File: src/rtl/reg_file_pkg.sv
// Shared types and default sizes for the register file slice.
// Optional feature macro: REG_FILE_BYPASS_EN (same-cycle forwarding of IN to the read ports).
package reg_file_pkg;

  localparam int DATA_W_DEF = 8;
  localparam int ADDR_W_DEF = 3;

  typedef enum logic {
    IDLE = 1'b0,
    HOLD = 1'b1
  } state_t;

  typedef struct packed {
    logic [ADDR_W_DEF-1:0] addr;
    logic [DATA_W_DEF-1:0] data;
  } pend_t;

endpackage

File: src/rtl/reg_file_pend_buf.sv
// One-entry pending write buffer with its IDLE/HOLD controller.
// Writes that arrive during a memory stall are parked here and retired
// to the array on the first non-stalled cycle.
module reg_file_pend_buf
  import reg_file_pkg::*;
#(
  parameter int DATA_W   = DATA_W_DEF,
  parameter int ADDR_W   = ADDR_W_DEF,
  parameter int ZERO_REG = 0
) (
  input  logic              CLK,
  input  logic              RESET_N,
  input  logic              WRITE,
  input  logic              BUSYWAIT,
  input  logic [ADDR_W-1:0] INADDRESS,
  input  logic [DATA_W-1:0] IN,
  output logic              pend_valid,
  output logic [ADDR_W-1:0] pend_addr,
  output logic [DATA_W-1:0] pend_data,
  output logic              retire
);

  state_t state;
  state_t state_nxt;
  logic   capture;
  logic   write_ok;

  assign write_ok   = WRITE && !((ZERO_REG != 0) && (INADDRESS == '0));
  assign pend_valid = (state == HOLD);

  // Next-state, capture and retire decisions; a release with a new write
  // retires the old entry and parks the new one in the same cycle.
  always_comb begin
    state_nxt = state;
    capture   = 1'b0;
    retire    = 1'b0;
    case (state)
      IDLE: begin
        if (write_ok && BUSYWAIT) begin
          capture   = 1'b1;
          state_nxt = HOLD;
        end
      end
      HOLD: begin
        if (BUSYWAIT) begin
          capture = write_ok;
        end else begin
          retire = 1'b1;
          if (write_ok) begin
            capture = 1'b1;
          end else begin
            state_nxt = IDLE;
          end
        end
      end
      default: state_nxt = IDLE;
    endcase
  end

  // State register; reset discards any parked write.
  always_ff @(posedge CLK or negedge RESET_N) begin
    if (!RESET_N) begin
      state <= IDLE;
    end else begin
      state <= state_nxt;
    end
  end

  // Pending entry storage; the latest captured write wins.
  always_ff @(posedge CLK or negedge RESET_N) begin
    if (!RESET_N) begin
      pend_addr <= '0;
      pend_data <= '0;
    end else if (capture) begin
      pend_addr <= INADDRESS;
      pend_data <= IN;
    end
  end

endmodule

File: src/rtl/reg_file_param.sv
// Parametrised register file: two combinational read ports, one write port,
// with stalled writes parked in a one-entry pending buffer.
// Optional feature macro: REG_FILE_BYPASS_EN (forward IN to a read port
// addressing the register being written in the same cycle).
module reg_file_param
  import reg_file_pkg::*;
#(
  parameter int DATA_W   = DATA_W_DEF,
  parameter int ADDR_W   = ADDR_W_DEF,
  parameter int ZERO_REG = 0
) (
  input  logic              CLK,
  input  logic              RESET_N,
  input  logic [DATA_W-1:0] IN,
  input  logic [ADDR_W-1:0] INADDRESS,
  input  logic              WRITE,
  input  logic              BUSYWAIT,
  input  logic [ADDR_W-1:0] OUT1ADDRESS,
  input  logic [ADDR_W-1:0] OUT2ADDRESS,
  output logic [DATA_W-1:0] OUT1,
  output logic [DATA_W-1:0] OUT2,
  output logic              PEND_VALID
);

  localparam int NREGS = 2 ** ADDR_W;

  logic [DATA_W-1:0] regs [NREGS];
  logic              pend_valid;
  logic [ADDR_W-1:0] pend_addr;
  logic [DATA_W-1:0] pend_data;
  logic              retire;
  logic              direct_we;

  reg_file_pend_buf #(
    .DATA_W  (DATA_W),
    .ADDR_W  (ADDR_W),
    .ZERO_REG(ZERO_REG)
  ) u_pend (
    .CLK       (CLK),
    .RESET_N   (RESET_N),
    .WRITE     (WRITE),
    .BUSYWAIT  (BUSYWAIT),
    .INADDRESS (INADDRESS),
    .IN        (IN),
    .pend_valid(pend_valid),
    .pend_addr (pend_addr),
    .pend_data (pend_data),
    .retire    (retire)
  );

  // A write goes straight to the array only when nothing is stalled or parked;
  // otherwise the pending buffer owns it so array order is preserved.
  assign direct_we = WRITE && !BUSYWAIT && !pend_valid &&
                     !((ZERO_REG != 0) && (INADDRESS == '0));

  assign PEND_VALID = pend_valid;

  // Register array: at most one update per cycle, retire taking the slot.
  always_ff @(posedge CLK or negedge RESET_N) begin
    if (!RESET_N) begin
      for (int i = 0; i < NREGS; i++) begin
        regs[i] <= '0;
      end
    end else if (retire) begin
      regs[pend_addr] <= pend_data;
    end else if (direct_we) begin
      regs[INADDRESS] <= IN;
    end
  end

  // Read muxes: optional IN bypass over pending forward over array; register 0 forced when hardwired.
  always_comb begin
    OUT1 = regs[OUT1ADDRESS];
    OUT2 = regs[OUT2ADDRESS];
    if (pend_valid && (OUT1ADDRESS == pend_addr)) OUT1 = pend_data;
    if (pend_valid && (OUT2ADDRESS == pend_addr)) OUT2 = pend_data;
`ifdef REG_FILE_BYPASS_EN
    if (WRITE && (INADDRESS == OUT1ADDRESS)) OUT1 = IN;
    if (WRITE && (INADDRESS == OUT2ADDRESS)) OUT2 = IN;
`endif
    if ((ZERO_REG != 0) && (OUT1ADDRESS == '0)) OUT1 = '0;
    if ((ZERO_REG != 0) && (OUT2ADDRESS == '0)) OUT2 = '0;
  end

endmodule

File: config.mk
export PLATFORM = sky130hd
export DESIGN_NAME = reg_file_param
export DESIGN_NICKNAME = d
export VERILOG_FILES = /design/src/rtl/reg_file_pkg.sv /design/src/rtl/reg_file_pend_buf.sv /design/src/rtl/reg_file_param.sv
export SDC_FILE = /design/constraint.sdc
export NUM_CORES = 1
export LEC_CHECK = 0
export BUFFER_PORTS_ARGS = -buffer_cell sky130_fd_sc_hd__buf_2
export CAP_MARGIN = 30
export CELL_PAD_IN_SITES_DETAIL_PLACEMENT = 1
export CELL_PAD_IN_SITES_GLOBAL_PLACEMENT = 1
export CORE_UTILIZATION = 46
export CTS_BUF_LIST = sky130_fd_sc_hd__clkbuf_2 sky130_fd_sc_hd__clkbuf_4 sky130_fd_sc_hd__clkbuf_8
export CTS_CLUSTER_SIZE = 40
export DETAILED_ROUTE_END_ITERATION = 10
export GPL_TIMING_DRIVEN = 0
export PLACE_DENSITY = 0.82
export SETUP_SLACK_MARGIN = 0.5
export SLEW_MARGIN = 20
export SYNTH_ARGS = -nofsm -noshare
export SYNTH_HDL_FRONTEND = slang
export SYNTH_SLANG_ARGS = --single-unit
export TNS_END_PERCENT = 20
File: constraint.sdc
create_clock -name CLK -period 2 [get_ports CLK]
set_clock_uncertainty 0.2 [all_clocks]
set_input_delay 0.3 -clock CLK [delete_from_list [all_inputs] [get_ports CLK]]
set_output_delay 0.3 -clock CLK [all_outputs]
set_load 0.01 [all_outputs]
[After elaboration in Yosys (flattened, before gate mapping)]
Cells that the tools add are included.
Word-level totals
  flip-flop bits (word level): 76
  latch bits: 0
  RAM bits: 0
  ROM bits: 0
  input bits: 21
  output and inout bits: 17
  word-level logic and storage cells: 58
  memories: 0
Operators by class
  add/subtract/negate cells: 0
  multiply operators: 0
  div/mod/pow operators: 0
  magnitude comparators: 6
  equality and inequality tests: 2
  shift-type cells: 0
  multiplexer cells: 24
  bitwise operators: 5
  reductions and logical operators: 10
Operators by type and width (number)
  $bwmux W64: 2
  $mux W64: 2
  $mux W8: 8
  $bmux W8 S3: 2
  $demux W8 S3: 2
  $ge A4 B4 Y1 const B: 4
  $not A3 Y4: 4
  $lt A4 B1 Y1 const B: 2
  $logic_and A1 B1 Y1: 7
  $eq A3 B3 Y1: 2
  $mux W1: 6
  $pmux W1 S2: 2
  $logic_not A1 Y1: 2
  $reduce_bool A2 Y1: 1
  $not A1 Y1: 1

[Logic depth before layout (Yosys ltp)]
Gate-level depths: netlist of the first run.
  depth in word-level cells: 8
  gate-level depth with buffers: 7
  gate-level depth less buffers: 4

[Cells and area by module]
Synthesis of the first run repeated with hierarchy kept, for this count alone.
Unflattened totals
  cell total of the unflattened synthesis: 371
  area, all modules: 5023.6 um^2
Modules (own cells, without submodules)
  reg_file_param: times used 1, cells each 344, area an instance 4523.1 um^2
  reg_file_pend_buf: times used 1, cells each 27, area an instance 500.5 um^2

[Worst setup path before layout of the first run]
No wires, ideal clock.
  path type: reg-to-reg
  start point: register u_pend.state (netlist: u_pend.pend_valid)
  end point: register regs[0] in the netlist's numbering
  setup time: 0.125 ns
  arrival: 1.681 ns
  data required time: 1.675 ns
  slack: -0.006 ns
  cell stages (with the launch flop): 6
  path buffers: 1
  path through: dfrtp_1 clkbuf_1 nand2b_4 or2_2 a21oi_4 mux2_2
Between the ends
  cells in the longest elaborated chain, start to end: 3
Ends and longest elaborated chain
  from (decl): line reg_file_pend_buf.sv:23  | state_t state;
  from (signal assigned): line reg_file_pend_buf.sv:65  | state <= state_nxt;
  $logic_not A1 Y1: line reg_file_param.sv:53  | assign direct_we = WRITE && !BUSYWAIT && !pend_valid &&
  $logic_and A1 B1 Y1: line reg_file_param.sv:53
  $reduce_bool A2 Y1 (no line)
  to (signal, indexed assignment): line reg_file_param.sv:65  | regs[pend_addr] <= pend_data;
  to (decl): line reg_file_param.sv:27  | logic [DATA_W-1:0] regs [NREGS];
Several ways; a longest one is shown, not always the timed one.
A chain may end at the register's enable or synchronous reset.

[Worst setup path after layout of the first run]
  start point: register u_pend.pend_addr[1]
  end point: output OUT1[0]
Between the ends
  cells in the longest elaborated chain, start to end: 3
Ends and longest elaborated chain
  from (decl): line reg_file_pend_buf.sv:18  | output logic [ADDR_W-1:0] pend_addr,
  from (signal assigned): line reg_file_pend_buf.sv:72  | pend_addr <= '0;
  from (signal assigned): line reg_file_pend_buf.sv:75  | pend_addr <= INADDRESS;
  $eq A3 B3 Y1: line reg_file_param.sv:75  | if (pend_valid && (OUT1ADDRESS == pend_addr)) OUT1 = pend_data;
  $logic_and A1 B1 Y1: line reg_file_param.sv:75
  $mux W8: line reg_file_param.sv:75
  to (decl): line reg_file_param.sv:20  | output logic [DATA_W-1:0] OUT1,
Every way passes these cells.

==> results of run 1 <==
## power groups by stage
stage | sequential (mW) | clock [mW] | combinational (mW)
after global routing | 2.00 | 1.57 | 1.76
final | 2.00 | 1.54 | 1.73
after CTS | 1.92 | 1.47 | 1.41
after global placement | 1.91 | 0 | 1.17
after detailed placement | 1.94 | 0 | 1.24
after floorplan | 1.87 | 0 | 0.891
## worst max-delay path by stage
| stage | start | end | slack, ns | depth (start not counted) |
|---|---|---|---|---|
| after floorplan | INADDRESS[0] | regs[40]$_DFFE_PN0P_ | 0.007 | 6 |
| after global routing | regs[32]$_DFFE_PN0P_ | OUT1[0] | -0.53 | 4 |
| after global placement | OUT1ADDRESS[1] | OUT1[4] | -0.48 | 6 |
| after detailed placement | OUT2ADDRESS[0] | OUT2[0] | -0.60 | 8 |
| final | u_pend.pend_addr[1]$_DFFE_PN0P_ | OUT1[0] | -0.52 | 7 |
| after CTS | u_pend.pend_addr[1]$_DFFE_PN0P_ | OUT2[2] | -0.31 | 8 |
## cell usage after synthesis, types with 2 or more instances
cell type | count | area (um2)
o22a_1 | 3 | 26.3
dfrtp_1 | 76 | 1900
or3b_1 | 2 | 17.5
nand4_1 | 3 | 18.8
buf_2 | 14 | 70.1
nor2b_1 | 2 | 12.5
or3b_2 | 3 | 26.3
nand2_1 | 17 | 63.8
mux2i_1 | 16 | 160
nand3b_1 | 6 | 45.0
clkbuf_1 | 6 | 22.5
xnor2_1 | 6 | 52.6
nor2_8 | 2 | 40.0
mux2_2 | 67 | 754
or3_1 | 2 | 12.5
nor2_1 | 17 | 63.8
mux4_2 | 32 | 721
o22a_4 | 2 | 35.0
nor2_4 | 3 | 33.8
buf_6 | 5 | 56.3
mux2_4 | 8 | 120
buf_4 | 5 | 37.5
o22ai_1 | 65 | 407
a21oi_1 | 16 | 80.1
## repair_timing
action | in CTS | in global routing
pin swaps | 12 | 8
setup endpoints to repair | 90 | 92
hold buffers | 5 | 2
gates resized for setup | 62 | 55
gates cloned | 1 | 1
buffers inserted | 11 | 7
hold endpoints to repair | 80 | 2
## cells in the final DEF (no fill, tap or decap), types with 7 or more instances in the layout
cell type,n
nand2_1,15
buf_6,17
a21oi_2,11
dfrtp_1,75
mux2_2,38
mux2i_1,11
dlygate4sd3_1,7
o22ai_1,64
nor2_4,17
clkbuf_8,10
buf_2,30
mux4_2,32
mux2_4,37
buf_4,17
## registers in the layout (all words and copies together), names as in the netlist
signal             count
regs                  64
u_pend.pend_addr       3
u_pend.pend_data       8
u_pend.pend_valid      1
## per-stage QoR
step	util (%)	setup WS (ns)	cell area [um2]
detailed placement	51.7	-0.599	5330
global placement	51.4	-0.479	5300
floorplan	-	0.00676	4990
finish	60.9	-0.519	6290
CTS	57.8	-0.310	5970
global route	60.9	-0.527	6290
## kinds of logic after synthesis
kind of cell / share of synthesized area (%)
mux: 35.9
flops: 38.9
fa+ha+maj: 0.205
compound gates: 11.8
simple gates: 8.16
buf+inv: 3.99
xor+xnor: 1.07
## area by class of cell
cell class | count | share of cell area, %
Multi-Input combinational cell | 284 | 50.8
Sequential cell | 76 | 30.3
Timing Repair Buffer | 56 | 7.30
Buffer | 31 | 4.96
Tap cell | 136 | 2.71
Clock buffer | 11 | 2.31
Clock inverter | 4 | 1.55
Inverter | 1 | 0.0597
## routing by layer
layer  global-route usage [%]  vias up  share of wire [%]
li1                         -     1677                  -
met1                     46.2     2327                 34
met2                     56.5      498                 45
met3                     7.30      171                 13
met4                     18.6        0                7.8
met5                        0        -                  0
## worst max-delay path: stages, from the launching register on
cell and delay (ns):
dfrtp_2 0.44, buf_6 0.16, xnor2_2 0.20, nand4_1 0.13, buf_6 0.16, buf_12 0.15
a21oi_2 0.22, buf_2 0.17
==> out/metrics.csv, run 1 <==
stage;metric;value;unit
timing;setup_ws;-0.519;ns
global_routing;grt_pass1_wl;29.0;mm
placement;globalplace.congestion;0.831;
setup_path;endpoint_kind;primary output;
synth;ys_ff_latch;76;
outcome;violations;setup timing;
floorplan;io_pins;38;
cells_and_area;fin_cells;599;
detailed_routing;routed_via_density;7.80;
run;maxCapViolCount;0;
timing;report.final.hold_viol_count;0;
pwr;p_total;5.27;mW
cells_and_area;regArea;0.00190;mm2
cells_and_area;syn2layout_area_growth;28.6;%
synth;synth_edf_count;0;
synth;synthCells;392;
timing;period_needed;2.52;ns
timing;fmax;397;MHz
pwr;combPwrFrac;32.8;%
synth;seq_area_frac_synth;38.9;%
cells_and_area;fin_nets;480;
placement;dp_hpwl;11.1;mm
global_routing;grt_usage;35.7;%
clocking;tritoncts;done;
clocking;cts_buffers;9;
setup_path;start_kind;register;
floorplan;initial_utilization;47.4;%
pwr;pwr-share-clk;29.3;%
timing;fin_crit_sh;126;%
pwr;p_seq_share;37.9;%
timing;tns;-20.32;ns
cells_and_area;num-fill-cells;989;
floorplan;die_y;105;um
synth;ys.flop_type;dfrtp_1;
detailed_routing;dr.pass1.iters;7;
timing;final_max_slew_viol_count;0;
floorplan;std_cell_rows;37;
worst_hold_path;min-delay-start;IN[7];
detailed_routing;drc_errors;0;
clocking;root_buffer;clkbuf_8;
pwr;p_per_area;838;mW/mm2
detailed_routing;wl_per_cell;36.9;um
clocking;cts_sinks;76;
setup_path;ff2ff_path_depth;7;
detailed_routing;vias;4673;
floorplan;die_area;0.0110;mm2
synth;async_flop_share;100;%
timing;holdWs;0.00857;ns
timing;tightest_slew;0.614;ns
clocking;cts.clk_slew.worst_paths;0.10;ns
worst_hold_path;min_path_type;primary input to register;
pwr;switching_share;34.8;%
setup_path;arrival;2.02;ns
setup_path;critPathMaxFanout;10;
synth;synth.cell_area;0.00489;mm2
placement;dp_cells;557;
cells_and_area;multi_input_area;0.00320;mm2
pwr;peakVddDrop;0.402;mV
global_routing;antenna_found_initial;0;
synth;synthDistinctLibCells;38;
detailed_routing;antenna_left;0;
worst_hold_path;min_to;u_pend.pend_data[7]$_DFFE_PN0P_;
pwr;p_int;3.43;mW
timing;setup_viol;80;
timing;slew_headroom;58.9;%
floorplan;fp.coreArea;0.0103;mm2
placement;portBuffers;28;
synth;syn-num-nets;413;
worst_hold_path;hold_depth;2;
clocking;clk_latency;0.39;ns
pwr;leakagePower;2.65;nW
detailed_routing;routed_wl;22.1;mm
clocking;htreeDepth;3;
cells_and_area;drive_gt1_share;56.2;%
setup_path;worstReg2RegStart;u_pend.pend_addr[2]$_DFFE_PN0P_;
floorplan;die_w;105;um
detailed_routing;drtIter0Drc;735;
setup_path;worstReg2RegEnd;regs[40]$_DFFE_PN0P_;
global_routing;grt_max_degree;58;
global_routing;grt-ovfl-total;0;
setup_path;ff2ff_setup_slack;-0.35;ns
global_routing;grt_pass1_vias;4600;
clocking;clockBufferDepth;2;
cells_and_area;antennaDiodeCount;0;
pwr;p_sw;1.84;mW
setup_path;required;1.50;ns
outcome;status;complete, but fails checks;
synth;syn_avg_cell_area;12.5;um2
timing;rsz0062_at_grt;yes;
setup_path;critPathKind;register to primary output;
synth;yosysWarnings;0;
Power figures use the tool's default switching activity.
==> run 2, diff against run 1 <==
--- a/config.mk
+++ b/config.mk
@@ -5,15 +5,16 @@
 export SDC_FILE = /design/constraint.sdc
 export NUM_CORES = 1
 export LEC_CHECK = 0
-export BUFFER_PORTS_ARGS = -buffer_cell sky130_fd_sc_hd__buf_2
 export CAP_MARGIN = 30
 export CELL_PAD_IN_SITES_DETAIL_PLACEMENT = 1
 export CELL_PAD_IN_SITES_GLOBAL_PLACEMENT = 1
-export CORE_UTILIZATION = 46
+export CORE_UTILIZATION = 49
 export CTS_BUF_LIST = sky130_fd_sc_hd__clkbuf_2 sky130_fd_sc_hd__clkbuf_4 sky130_fd_sc_hd__clkbuf_8
 export CTS_CLUSTER_SIZE = 40
 export DETAILED_ROUTE_END_ITERATION = 10
+export DONT_BUFFER_PORTS = 1
 export GPL_TIMING_DRIVEN = 0
+export HOLD_SLACK_MARGIN = 0.08
 export PLACE_DENSITY = 0.82
 export SETUP_SLACK_MARGIN = 0.5
 export SLEW_MARGIN = 20
==> run 2 against run 1 <==
The flow finishes with violations (hold timing, setup timing). Cell count is 2.5% lower. Via count is 2.4% higher. Critical path depth is 4 lower. Non-clock buffer count is 13 lower. Setup slack better by 0.019 ns. Global-route usage is 8.5 points higher. Count of clock-buffer cells in the layout is 1 lower. Sequential power is 2% higher. First-iteration DRC count is 16% lower. Sequential share of layout area is 1.2 points lower. Total power is 0.96% higher. Hold slack worse by 0.61 ns. Largest power group unchanged.
==> out/metrics.csv, run 2 (synthesized netlist as in run 1, its figures left out) <==
stage;metric;value;unit;change
outcome;status;complete, but fails checks;;unchanged
outcome;violations;hold timing, setup timing;;was setup timing
cells_and_area;layout_commonest_cell;dfrtp_1;;unchanged
timing;holdWs;-0.600;ns;was 0.00857 ns
cells_and_area;top_register;regs;;unchanged
clocking;holdBufCountCts;12;;was 5
cells_and_area;postLayoutCellArea;0.00654;mm2;was 0.00629 mm2
cells_and_area;reg_top3;regs (64), u_pend.pend_data (8), u_pend.pend_addr (3);;unchanged
detailed_routing;routed_wl;24.6;mm;was 22.1 mm
pwr;combPwrFrac;34.5;%;was 32.8%
cells_and_area;antennaDiodeCount;0;;unchanged
timing;rsz0062_at_grt;yes;;unchanged
placement;dp_hpwl;10.4;mm;was 11.1 mm
global_routing;grt-ovfl-total;0;;unchanged
global_routing;grt_max_degree;77;;was 58
global_routing;grt_pass1_vias;4780;;was 4600
floorplan;die_area;0.0104;mm2;was 0.0110 mm2
timing;setup_ws;-0.499;ns;was -0.519 ns
clocking;htreeDepth;3;;unchanged
cells_and_area;final_core_util;67.2;%;was 60.9%
clocking;cts.clk_slew.worst_paths;0.10;ns;about the same
setup_path;endpoint_kind;primary output;;unchanged
setup_path;critPathKind;register to primary output;;unchanged
floorplan;initial_utilization;50.3;%;was 47.4%
cells_and_area;layout_common_cells;dfrtp_1, o22ai_1, mux2_4;;was dfrtp_1, o22ai_1, mux2_2
cells_and_area;drive_gt1_share;57.9;%;was 56.2%
global_routing;grt_usage;44.2;%;was 35.7%
clocking;clockBufferDepth;2;;unchanged
detailed_routing;drtIter0Drc;619;;was 735
pwr;p_per_area;813;mW/mm2;was 838 mW/mm2
clocking;cts_buffers;9;;unchanged
detailed_routing;dr.pass1.iters;5;;was 7
placement;placed_area;0.00516;mm2;was 0.00533 mm2
clocking;root_buffer;clkbuf_8;;unchanged
pwr;peakVddDrop;0.397;mV;was 0.402 mV
global_routing;antenna_found_initial;1;;was 0
detailed_routing;vias;4786;;was 4673
run;maxCapViolCount;0;;unchanged
cells_and_area;syn2layout_area_growth;33.8;%;was 28.6%
placement;globalplace.congestion;0.894;;was 0.831
floorplan;die_w;102;um;was 105 um
setup_path;start_kind;register;;unchanged
pwr;pwr-share-clk;27.2;%;was 29.3%
pwr;p_total;5.32;mW;was 5.27 mW
setup_path;ff2ff_path_depth;8;;was 7
timing;tightest_slew;0.702;ns;was 0.614 ns
detailed_routing;routed_via_density;8.20;;was 7.80
worst_hold_path;min_path_type;primary input to async pin;;was primary input to register
clocking;tritoncts;done;;unchanged
detailed_routing;wl_per_cell;42.2;um;was 36.9 um
setup_path;worstReg2RegEnd;regs[11]$_DFFE_PN0P_;;was regs[40]$_DFFE_PN0P_
setup_path;required;1.50;ns;about the same
placement;portBuffers;0;;was 28
setup_path;critPathMaxFanout;3;;was 10
floorplan;fp.coreArea;0.00973;mm2;was 0.0103 mm2
setup_path;worstReg2RegStart;u_pend.pend_addr[1]$_DFFE_PN0P_;;was u_pend.pend_addr[2]$_DFFE_PN0P_
pwr;leakagePower;2.65;nW;about the same
timing;fin_crit_sh;125;%;was 126%
detailed_routing;drc_errors;0;;unchanged
clocking;clk_latency;0.38;ns;was 0.39 ns
cells_and_area;largest_reg_flops;64;;unchanged
timing;period_needed;2.50;ns;was 2.52 ns
floorplan;io_pins;38;;unchanged
pwr;p_sw;1.96;mW;was 1.84 mW
detailed_routing;antenna_left;0;;unchanged
setup_path;arrival;2.00;ns;was 2.02 ns
timing;report.final.hold_viol_count;76;;was 0
pwr;p_int;3.36;mW;was 3.43 mW
pwr;p_seq_share;38.4;%;was 37.9%
placement;pre_cts_ws;-0.580;ns;was -0.599 ns
timing;slew_headroom;53.1;%;was 58.9%
setup_path;ff2ff_setup_slack;-0.32;ns;was -0.35 ns
pwr;switching_share;36.9;%;was 34.8%
timing;final_max_slew_viol_count;0;;unchanged
timing;setup_viol;80;;unchanged
floorplan;die_y;102;um;was 105 um
timing;fmax;400;MHz;was 397 MHz
cells_and_area;fin_nets;467;;was 480
floorplan;std_cell_rows;36;;was 37
global_routing;grt_pass1_wl;32.1;mm;was 29.0 mm
clocking;cts_sinks;76;;unchanged
## run 2: changes by cell type in the layout (fill, tap and decap cells not counted), sizes merged
cell / previous run / this run
buf: 74 / 57
dlygate4sd3: 7 / 12
clkinv: 0 / 4
clkbuf: 17 / 15
bufinv: 3 / 2
clkinvlp: 1 / 0
## run 2: per-stage QoR
step / setup TNS [ns] / std cells
global placement: -20.09 / 525
finish: -18.47 / 584
detailed placement: -23.10 / 525
floorplan: 0 / 392
global route: -19.56 / 584
CTS: -6.24 / 577
## run 2: area by class of cell
| cell class | instances | area, um2 |
|---|---|---|
| timing repair buffer | 43 | 470 |
| inverter | 1 | 3.75 |
| fill | 891 | 3190 |
| sequential | 76 | 1900 |
| multi-input combinational | 284 | 3430 |
| tap | 133 | 166 |
| buffer | 31 | 344 |
| clock inverter | 6 | 87.6 |
| clock buffer | 10 | 138 |
## run 2: how the worst max path moves through the flow
stage / cells past startpoint / end / slack (ns) / start
after floorplan: 6 / regs[40]$_DFFE_PN0P_ / 0.007 / INADDRESS[0]
after global placement: 6 / OUT1[0] / -0.51 / OUT1ADDRESS[0]
after detailed placement: 6 / OUT1[0] / -0.58 / OUT1ADDRESS[0]
after CTS: 7 / OUT1[5] / -0.18 / u_pend.pend_addr[1]$_DFFE_PN0P_
after global routing: 3 / OUT2[0] / -0.51 / regs[56]$_DFFE_PN0P_
final: 3 / OUT2[0] / -0.50 / regs[56]$_DFFE_PN0P_
## run 2: per-layer routing
metal / GRT usage [%] / vias up / share of wire [%]
met1: 52.4 / 2348 / 34
met2: 68.1 / 567 / 44
met4: 26.8 / 5 / 8.4
li1: - / 1658 / -
met5: 0.481 / - / 0.20
met3: 17.4 / 208 / 14
## run 2: timing repair
action                                  in CTS  in global routing
endpoints found under the hold margin       88                 76
cloned                                       2                  0
resized for setup                          140                 40
endpoints found under the setup margin      91                 92
pin swaps                                   19                 14
setup buffers                               22                  7
## run 2: critical path: stages, from the launching register on
cell and delay, ns:
dfrtp_1 0.45, mux4_2 0.49, mux2i_2 0.51, a21oi_4 0.17
## run 2: power by group through the flow
stage          registers, mW  clock network (mW)  logic, mW
2_1_floorplan           1.87                   0      0.891
3_3_place_gp            1.91                   0       1.09
3_5_place_dp            1.94                   0       1.13
4_1_cts                 1.94                1.36       1.51
5_1_grt                 2.03                1.48       1.86
6_report                2.04                1.45       1.84
